<file path="src/rtl/sa2_tile_sequencer_if.sv">
// Tile sequencer bundle: load stream, array control/results, result stream, status.
// master = sequencer side, slave = environment side.
interface sa2_tile_sequencer_if;
  logic         start;
  logic         in_valid;
  logic [7:0]   in_data;
  logic         in_ready;
  logic [127:0] a_mat;
  logic [71:0]  b_mat;
  logic         active_sa2;
  logic         done_sa2;
  logic [7:0]   c11;
  logic [7:0]   c12;
  logic [7:0]   c21;
  logic [7:0]   c22;
  logic         out_valid;
  logic [7:0]   out_data;
  logic         out_last;
  logic         out_ready;
  logic         busy;
  logic         done;
  logic         err;

  modport master (
    input  start, in_valid, in_data,
    input  done_sa2, c11, c12, c21, c22,
    input  out_ready,
    output in_ready, a_mat, b_mat, active_sa2,
    output out_valid, out_data, out_last,
    output busy, done, err
  );

  modport slave (
    output start, in_valid, in_data,
    output done_sa2, c11, c12, c21, c22,
    output out_ready,
    input  in_ready, a_mat, b_mat, active_sa2,
    input  out_valid, out_data, out_last,
    input  busy, done, err
  );
endinterface

</file>
<file path="src/rtl/sa2_tile_sequencer.sv">
// Sequences one 4x4 tile + 3x3 filter into the 2x2 array and
// streams the four results back out, with a RUN-phase timeout.
module sa2_tile_sequencer #(
  parameter int TIMEOUT = 64
) (
  input logic clk,
  input logic rst,
  sa2_tile_sequencer_if.master bus
);

  typedef enum logic [1:0] {
    IDLE,
    LOAD,
    RUN,
    OUT
  } state_t;

  localparam logic [7:0] WAIT_LAST = 8'(TIMEOUT - 1);

  state_t     state;
  logic [4:0] ld_cnt;
  logic [7:0] wait_cnt;
  logic [1:0] beat;
  logic [7:0] res [4];
  logic       xfer;
  logic [1:0] beat_nx;
  logic [6:0] ld_sel;

  assign xfer    = bus.in_valid & bus.in_ready;
  assign beat_nx = beat + 2'd1;
  // beats 16..24 wrap onto b bytes 0..8 through the low nibble
  assign ld_sel  = {ld_cnt[3:0], 3'b000};

  always_ff @(posedge clk or negedge rst) begin
    if (!rst) begin
      state          <= IDLE;
      ld_cnt         <= '0;
      wait_cnt       <= '0;
      beat           <= '0;
      for (int i = 0; i < 4; i++)
        res[i] <= '0;
      bus.in_ready   <= 1'b0;
      bus.a_mat      <= '0;
      bus.b_mat      <= '0;
      bus.active_sa2 <= 1'b0;
      bus.out_valid  <= 1'b0;
      bus.out_data   <= '0;
      bus.out_last   <= 1'b0;
      bus.busy       <= 1'b0;
      bus.done       <= 1'b0;
      bus.err        <= 1'b0;
    end else begin
      bus.done <= 1'b0;
      unique case (state)
        IDLE: begin
          if (bus.start) begin
            state        <= LOAD;
            ld_cnt       <= '0;
            bus.err      <= 1'b0;
            bus.in_ready <= 1'b1;
            bus.busy     <= 1'b1;
          end
        end
        LOAD: begin
          if (xfer) begin
            if (ld_cnt < 5'd16)
              bus.a_mat[ld_sel +: 8] <= bus.in_data;
            else
              bus.b_mat[ld_sel +: 8] <= bus.in_data;
            if (ld_cnt == 5'd24) begin
              state          <= RUN;
              wait_cnt       <= '0;
              bus.in_ready   <= 1'b0;
              bus.active_sa2 <= 1'b1;
            end else begin
              ld_cnt <= ld_cnt + 5'd1;
            end
          end
        end
        RUN: begin
          wait_cnt <= wait_cnt + 8'd1;
          if (bus.done_sa2) begin
            state          <= OUT;
            res[0]         <= bus.c11;
            res[1]         <= bus.c12;
            res[2]         <= bus.c21;
            res[3]         <= bus.c22;
            beat           <= '0;
            bus.active_sa2 <= 1'b0;
            bus.out_valid  <= 1'b1;
            bus.out_data   <= bus.c11;
            bus.out_last   <= 1'b0;
          end else if (wait_cnt == WAIT_LAST) begin
            state          <= IDLE;
            bus.active_sa2 <= 1'b0;
            bus.busy       <= 1'b0;
            bus.err        <= 1'b1;
          end
        end
        OUT: begin
          if (bus.out_ready) begin
            if (beat == 2'd3) begin
              state         <= IDLE;
              beat          <= '0;
              bus.out_valid <= 1'b0;
              bus.out_last  <= 1'b0;
              bus.out_data  <= '0;
              bus.busy      <= 1'b0;
              bus.done      <= 1'b1;
            end else begin
              beat         <= beat_nx;
              bus.out_data <= res[beat_nx];
              bus.out_last <= (beat_nx == 2'd3);
            end
          end
        end
        default: state <= IDLE;
      endcase
    end
  end

endmodule

</file>
<file path="src/flat_wrapper.sv">
// flat-port wrapper written by rule: the top's interface ports become plain ports
module sa2_tile_sequencer_flat 
#(
  parameter int TIMEOUT = 64
)
  (clk, rst, bus_start, bus_in_valid, bus_in_data, bus_done_sa2, bus_c11, bus_c12, bus_c21, bus_c22, bus_out_ready, bus_in_ready, bus_a_mat, bus_b_mat, bus_active_sa2, bus_out_valid, bus_out_data, bus_out_last, bus_busy, bus_done, bus_err);
  sa2_tile_sequencer_if bus_i ();
  input logic clk;
  input logic rst;
  input wire logic [$bits(bus_i.start)-1:0] bus_start;
  input wire logic [$bits(bus_i.in_valid)-1:0] bus_in_valid;
  input wire logic [$bits(bus_i.in_data)-1:0] bus_in_data;
  input wire logic [$bits(bus_i.done_sa2)-1:0] bus_done_sa2;
  input wire logic [$bits(bus_i.c11)-1:0] bus_c11;
  input wire logic [$bits(bus_i.c12)-1:0] bus_c12;
  input wire logic [$bits(bus_i.c21)-1:0] bus_c21;
  input wire logic [$bits(bus_i.c22)-1:0] bus_c22;
  input wire logic [$bits(bus_i.out_ready)-1:0] bus_out_ready;
  output wire logic [$bits(bus_i.in_ready)-1:0] bus_in_ready;
  output wire logic [$bits(bus_i.a_mat)-1:0] bus_a_mat;
  output wire logic [$bits(bus_i.b_mat)-1:0] bus_b_mat;
  output wire logic [$bits(bus_i.active_sa2)-1:0] bus_active_sa2;
  output wire logic [$bits(bus_i.out_valid)-1:0] bus_out_valid;
  output wire logic [$bits(bus_i.out_data)-1:0] bus_out_data;
  output wire logic [$bits(bus_i.out_last)-1:0] bus_out_last;
  output wire logic [$bits(bus_i.busy)-1:0] bus_busy;
  output wire logic [$bits(bus_i.done)-1:0] bus_done;
  output wire logic [$bits(bus_i.err)-1:0] bus_err;
  assign bus_i.start = bus_start;
  assign bus_i.in_valid = bus_in_valid;
  assign bus_i.in_data = bus_in_data;
  assign bus_i.done_sa2 = bus_done_sa2;
  assign bus_i.c11 = bus_c11;
  assign bus_i.c12 = bus_c12;
  assign bus_i.c21 = bus_c21;
  assign bus_i.c22 = bus_c22;
  assign bus_i.out_ready = bus_out_ready;
  assign bus_in_ready = bus_i.in_ready;
  assign bus_a_mat = bus_i.a_mat;
  assign bus_b_mat = bus_i.b_mat;
  assign bus_active_sa2 = bus_i.active_sa2;
  assign bus_out_valid = bus_i.out_valid;
  assign bus_out_data = bus_i.out_data;
  assign bus_out_last = bus_i.out_last;
  assign bus_busy = bus_i.busy;
  assign bus_done = bus_i.done;
  assign bus_err = bus_i.err;
  sa2_tile_sequencer #(.TIMEOUT(TIMEOUT)) u_core (.clk(clk), .rst(rst), .bus(bus_i));
endmodule
</file>
<file path="config.mk">
export PLATFORM = sky130hd
export DESIGN_NAME = sa2_tile_sequencer_flat
export DESIGN_NICKNAME = d
export VERILOG_FILES = /design/src/rtl/sa2_tile_sequencer_if.sv /design/src/rtl/sa2_tile_sequencer.sv /design/src/flat_wrapper.sv
export SDC_FILE = /design/constraint.sdc
export NUM_CORES = 1
export LEC_CHECK = 0
export BUFFER_PORTS_ARGS = -buffer_cell sky130_fd_sc_hd__buf_2
export CORE_ASPECT_RATIO = 0.8
export CORE_MARGIN = 5
export CORE_UTILIZATION = 37
export CTS_CLUSTER_DIAMETER = 60
export CTS_CLUSTER_SIZE = 14
export DETAILED_ROUTE_END_ITERATION = 6
export PLACE_DENSITY_LB_ADDON = 0.05
export SLEW_MARGIN = 10
export SYNTH_ARGS = -nofsm -noshare
export SYNTH_HDL_FRONTEND = slang
export SYNTH_SLANG_ARGS = --single-unit
</file>
<file path="constraint.sdc">
create_clock -name clk -period 5.81 [get_ports clk]
set_input_delay 0.2905 -clock clk [delete_from_list [all_inputs] [get_ports clk]]
set_output_delay 0.2905 -clock clk [all_outputs]
set_load 0.05 [all_outputs]
</file>
==> results of run 1 <==
-- power by group --
group	internal [uW]	leakage (uW)	switching, uW
Sequential	2120	0.00356	183
Clock	837	0.000373	737
Combinational	595	0.00348	1240
-- per-layer routing --
layer  up-vias  wire, microns
met5         -              0
met4         0            395
met3        34           2130
met2       187          13800
met1      3838          15200
li1       3566              -
-- cells in the final DEF, fill, tap and decap left out, types with 4 or more instances in the layout --
cell             n
nand3_1          9
nand3b_1         5
mux4_2           8
mux2_4           8
nor2_2           5
dlygate4sd3_1   33
o21ai_0         20
clkbuf_16       26
mux2_1           6
ha_1            11
nor3_4           4
mux2i_1          5
and3_1          15
mux2_2         218
a21oi_1         24
nand2_1         45
dfrtp_1        264
buf_2          259
nand4_1          5
and2_1          10
nor2b_1         13
nand2b_1         6
or3_1            4
nor2_1          54
inv_1           12
-- worst paths after layout --
kind / from / to / cells after the start
worst max-delay path: u_core.ld_cnt[0]$_DFFE_PN0P_ / u_core.bus.b_mat[45]$_DFFE_PN0P_ / 6
max in group asynchronous: rst / u_core.bus.b_mat[64]$_DFFE_PN0P_ / 3
worst max register to register: u_core.ld_cnt[0]$_DFFE_PN0P_ / u_core.bus.b_mat[45]$_DFFE_PN0P_ / 6
worst min register to register: u_core.bus.out_valid$_DFFE_PN0P_ / u_core.bus.out_valid$_DFFE_PN0P_ / 1
worst min-delay path: bus_start / u_core.bus.in_ready$_DFFE_PN0P_ / 3
min in group asynchronous: rst / u_core.bus.a_mat[43]$_DFFE_PN0P_ / 2
-- registers in the layout, indices dropped and copies added (netlist names) --
name	flops
u_core.beat	2
u_core.bus.a_mat	128
u_core.bus.active_sa2	1
u_core.bus.b_mat	72
u_core.bus.busy	1
u_core.bus.done	1
u_core.bus.err	1
u_core.bus.in_ready	1
u_core.bus.out_data	8
u_core.bus.out_last	1
u_core.bus.out_valid	1
u_core.ld_cnt	5
u_core.res	32
u_core.state	2
u_core.wait_cnt	8
-- worst register-to-register path, cell delays in order (launching register included) --
cell and delay [ns]:
dfrtp_1 0.62, inv_1 0.23, ha_1 0.40, nor2b_1 0.35
a31oi_1 0.31, nor2_2 0.50, mux2_2 0.39
-- final cells by class --
type | instances | area, sq um | share of cell area
clock buffers | 29 | 672 | 0.0475
clock inverters | 10 | 88.8 | 0.00628
inverters | 12 | 45.0 | 0.00318
multi-input cells | 523 | 4530 | 0.320
flip-flops and latches | 264 | 6610 | 0.467
well taps | 413 | 517 | 0.0365
repair buffers | 297 | 1680 | 0.119
-- timing repair --
action,CTS,global route
resized for setup,0,0
hold buffers,33,0
setup endpoints to repair,0,0
hold endpoints to repair,131,0
-- cells by family after synthesis --
| group | count (synthesis) | share of synthesized area |
|---|---|---|
| buf+inv | 48 | 0.0180 |
| simple gates | 189 | 0.0889 |
| mux | 245 | 0.253 |
| fa+ha+maj | 11 | 0.0121 |
| xor+xnor | 1 | 0.000772 |
| compound gates | 77 | 0.0445 |
| flops | 264 | 0.582 |
-- cell usage after synthesis (5+ instances only) --
| cell type | number |
|---|---|
| clkbuf_1 | 25 |
| nand4_1 | 5 |
| nor2_2 | 5 |
| mux2_1 | 6 |
| mux4_2 | 8 |
| mux2_4 | 8 |
| dfrtp_1 | 264 |
| inv_1 | 12 |
| mux2i_1 | 5 |
| nor2b_1 | 13 |
| a21oi_1 | 24 |
| ha_1 | 11 |
| o21ai_0 | 20 |
| and3_1 | 15 |
| and2_1 | 10 |
| nand2_1 | 45 |
| mux2_2 | 218 |
| buf_2 | 6 |
| nand3_1 | 9 |
| nand2b_1 | 6 |
| nand3b_1 | 5 |
| nor2_1 | 54 |
-- stage by stage --
step / worst slack [ns] / total power, uW / hold WS, ns / cells / area, sq um
2_1_floorplan: 3.53 / 3660 / -0.00509 / 835 / 11300
3_3_place_gp: 2.98 / 4160 / 0.388 / 1476 / 13100
3_5_place_dp: 2.91 / 4160 / 0.380 / 1476 / 13100
4_1_cts: 2.92 / 5790 / 0.0712 / 1548 / 14100
5_1_grt: 2.68 / 6030 / 0.0977 / 1548 / 14100
6_report: 2.91 / 5710 / 0.0960 / 1548 / 14100
==> impl_metrics.csv, run 1 <==
group,metric,value,unit
status,status,"finished clean",
yosys,synth_edf_count,0,
grt,grt_pass1_wl,49300,microns
grt,busiest_layer,"met2",
final_layout,fill_cells,2842,
grt,use_met1,0.272,
die,core,0.0303,sq mm
die,die_w,206,microns
critical_path,worst-path-buf-inv,1,
critical_path,critical_path.startpoint_type,"flop",
routing,drtAntennaViolNets,0,
yosys,yosys_register_bits,264,
routing,vias,7625,
run,drv_cap,0,
place,place_congestion,0.766,
critical_path,r2r_slack,2.91,ns
grt,grt_max_degree,167,
power_and_ir_drop,ir_worst_vdd,0.000201,V
critical_path,critical_path_required,6.23,ns
yosys,synth_top_flop_cell,"dfrtp_1",
clocking,cts_buffers,26,
grt,overflow,0,
die,ios,261,
critical_path,critical_path.top_delay_family,"simple AND/OR/NAND/NOR gates",
yosys,yosys-top-cells-area,"dfrtp_1 58%, mux2_2 22%, nor2_1 1.8%",
final_layout,utilization,0.467,
routing,wl_per_cell,20.3,microns
grt,grt_use_met3,0.0434,
yosys,netlist-cell-type-count,61,
yosys,yosysWarnings,0,
clocking,cts_root_buf,"clkbuf_16",
timing,max_clock_freq,344,MHz
die,fp.dieH,167,microns
timing,setup_viol,0,
grt,antenna_found_initial,2,
grt,grt_usage,0.182,
routing,drt_pass1_iterations,7,
routing,drt-vias-per-instance,4.93,
final_layout,area_delta_synth_final,24.7,%
timing,rsz0062_at_grt,"no",
grt,grt_pass1_vias,7945,
routing,drc,0,
timing,finalHoldViolations,0,
yosys,synth_nets,892,
clocking,clockBufferDepth,3,
routing,drtIter0Drc,314,
clocking,numClockSinks,264,
timing,min_period_over_period,0.500,
die,rows,57,
place,dpl.hpwl,21900,microns
critical_path,cp_cell_sequence,"inv_1 -> ha_1 -> nor2b_1 -> a31oi_1 -> nor2_2 -> mux2_2",
timing,fin_crit,2.90,ns
final_layout,layout-drive-gt1-share,0.488,
critical_path,crit_slowest_cell,"dfrtp_1",
yosys,synth_top_cell_by_area,"dfrtp_1",
die,die_area,0.0343,sq mm
yosys,syn_area,0.0113,sq mm
critical_path,critPathMaxFanout,23,
yosys,netlist_instances,835,
critical_path,critPathMaxStageDelay,0.62,ns
yosys,synth.top_cell.area_share,0.582,
yosys,ys_seq_area_frac,0.582,
timing,relSlewSlack,0.268,
clocking,post_cts_buffers,0,
yosys,async_reset_ff_frac,1.00,
timing,fin_worst_skew,0.0126,ns
timing,finalSetupTns,0,ns
critical_path,arrival,3.33,ns
routing,finalWirelength,31500,microns
grt,met2_usage,0.273,
clocking,clk_latency,0.54,ns
clocking,clkSlewWorstSetupHoldPaths,0.07,ns
min_path,hp-class,"primary input to flop",
yosys,avgSynthCellArea,13.6,sq um
final_layout,diodes,0,
final_layout,final_net_count,1181,
power_and_ir_drop,p_leak,0.00741,uW
clocking,cts_tree,"yes",
clocking,h-tree-depth,1,
die,start_util,0.374,
critical_path,end_kind,"flop",
place,io_buffers,260,
timing,finalMaxSlewViolations,0,
critical_path,critPathKind,"flop to flop",
power_and_ir_drop,power_density,404,mW/mm^2
timing,tightest_slew,1.09,ns
Power figures use the tool's default switching activity.
==> inputs of run 2 (changes only) <==
Clock period 5.81 ns to 2.9 ns, I/O delays scaled along.
==> run 2 against run 1 <==
  * Highest routed layer unchanged
  * Utilization rose by 0.99 points
  * Global-route usage rose by 0.51 points
  * Wire length rose by 2.2%
  * Via count rose by 1.3%
  * Sequential share of layout area fell by 0.97 points
  * Clock power rose by 130%
  * Critical path type unchanged
==> impl_metrics.csv, run 2 (synthesized netlist as in run 1, its figures left out) <==
group,metric,value,unit
status,status,"finished clean",
die,ios,261,
power_and_ir_drop,power,11900,uW
timing,tightest_slew,1.09,ns
critical_path,end_kind,"flop",
critical_path,worst-path-buf-inv,1,
critical_path,critical_path.startpoint_type,"flop",
power_and_ir_drop,ir_worst_vdd,0.000407,V
clocking,post_cts_buffers,0,
die,rows,57,
clocking,cts_tree,"yes",
final_layout,fin_cells,1571,
place,dpl.hpwl,22600,microns
grt,overflow,0,
critical_path,critical_path.top_delay_family,"simple AND/OR/NAND/NOR gates",
final_layout,largest_registers,"u_core.bus.a_mat x128, u_core.bus.b_mat x72, u_core.res x32",
final_layout,layout-drive-gt1-share,0.498,
clocking,clkSlewWorstSetupHoldPaths,0.07,ns
final_layout,postLayoutCellArea,0.0144,sq mm
routing,drt-vias-per-instance,4.91,
power_and_ir_drop,p_int,7520,uW
critical_path,crit_slowest_cell,"nor2_2",
final_layout,final_common_cell,"dfrtp_1",
timing,max_clock_freq,367,MHz
clocking,clk_latency,0.55,ns
place,place_inst,1494,
critical_path,arrival,3.16,ns
die,core,0.0303,sq mm
grt,grt_pass1_vias,8148,
final_layout,largest_reg_flops,128,
power_and_ir_drop,p_leak,0.00757,uW
die,fp.dieH,167,microns
timing,fin_ws,0.178,ns
timing,rsz0062_at_grt,"yes",
clocking,clockBufferDepth,3,
final_layout,final_net_count,1202,
timing,finalMaxSlewViolations,0,
grt,antenna_found_initial,0,
critical_path,critPathMaxStageDelay,0.49,ns
final_layout,final_cell_mix,"264 x dfrtp_1, 259 x buf_2, 218 x mux2_2",
timing,finalHoldViolations,0,
clocking,cts_root_buf,"clkbuf_16",
timing,relSlewSlack,0.272,
die,die_area,0.0343,sq mm
routing,wl_per_cell,20.5,microns
power_and_ir_drop,combPwrFrac,0.322,
power_and_ir_drop,p_clk_frac,0.296,
place,dp_slack,0.192,ns
routing,drt_pass1_iterations,4,
routing,drc,0,
power_and_ir_drop,power_density,827,mW/mm^2
routing,drtAntennaViolNets,0,
place,dpl_cell_area,0.0132,sq mm
power_and_ir_drop,switching_share,0.371,
place,io_buffers,260,
routing,finalWirelength,32200,microns
critical_path,cp_cell_sequence,"inv_1 -> ha_1 -> nor2b_1 -> a31oi_1 -> nor2_2 -> mux2_2",
routing,vias,7721,
grt,grt_max_degree,70,
clocking,h-tree-depth,1,
final_layout,area_delta_synth_final,27.4,%
timing,fin_crit,2.72,ns
timing,min_period_over_period,0.939,
clocking,cts_buffers,27,
power_and_ir_drop,seqPwrFrac,0.382,
power_and_ir_drop,p_sw,4430,uW
critical_path,critical_path_required,3.33,ns
timing,whs,0.0455,ns
die,start_util,0.374,
final_layout,diodes,0,
critical_path,critPathKind,"flop to flop",
place,place_congestion,0.739,
grt,grt_pass1_wl,50600,microns
routing,drtIter0Drc,351,
timing,fin_worst_skew,0.0101,ns
critical_path,critPathMaxFanout,10,
min_path,hp-class,"primary input to flop",
clocking,numClockSinks,264,
timing,setup_viol,0,
final_layout,regMostFlops,"u_core.bus.a_mat",
grt,grt_usage,0.187,
die,die_w,206,microns
run,drv_cap,0,
==> run 2: area by class of cell <==
| class | count | area (sq um) |
|---|---|---|
| clock buffer | 28 | 689 |
| fill | 2752 | 15900 |
| inverter | 12 | 45.0 |
| tap | 413 | 517 |
| timing repair buffer | 317 | 1860 |
| clock inverter | 14 | 191 |
| multi-input combinational | 523 | 4530 |
| sequential | 264 | 6610 |
==> run 2: worst min-delay path: cells and delay by family <==
family          cells  cell delay, ns
buf+inv             1            0.16
compound gates      1            0.16
mux                 1            0.07
==> run 2: final timing paths <==
kind,start,to,slack [ns],cells past startpoint
max,u_core.ld_cnt[1]$_DFFE_PN0P_,u_core.bus.b_mat[44]$_DFFE_PN0P_,0.18,6
min,bus_done_sa2,u_core.state[0]$_DFFE_PN0P_,0.05,3
max reg2reg,u_core.ld_cnt[1]$_DFFE_PN0P_,u_core.bus.b_mat[44]$_DFFE_PN0P_,0.18,6
min reg2reg,u_core.bus.a_mat[95]$_DFFE_PN0P_,u_core.bus.a_mat[95]$_DFFE_PN0P_,0.49,1
max in group asynchronous,rst,u_core.bus.a_mat[26]$_DFFE_PN0P_,1.87,4
min in group asynchronous,rst,u_core.res[20]$_DFFE_PN0P_,0.18,2
==> run 2: through the flow <==
stage | utilization | TNS (ns)
after floorplan | - | 0
after global placement | 0.436 | 0
after detailed placement | 0.436 | 0
after CTS | 0.477 | 0
after global routing | 0.477 | -1.50
final | 0.477 | 0
==> run 2: what timing repair did <==
item | CTS | global route
hold buffers | 35 | 0
endpoints found under the hold margin | 102 | 0
resized for setup | 0 | 0
setup endpoints to repair | 0 | 32
==> run 2: routing by layer <==
layer  vias up  track usage  share of wire
li1       3605            -              -
met1      3917        0.286           0.50
met2       166        0.282           0.44
met3        33       0.0313          0.045
met4         0       0.0349          0.019
met5         -            0              0
==> run 2: power by group through the flow <==
stage	combinational [uW]	clock, uW	sequential (uW)
2_1_floorplan	1790	0	5540
3_3_place_gp	3830	0	4620
3_5_place_dp	3840	0	4630
4_1_cts	3880	3680	4570
5_1_grt	4170	3790	4640
6_report	3840	3540	4560
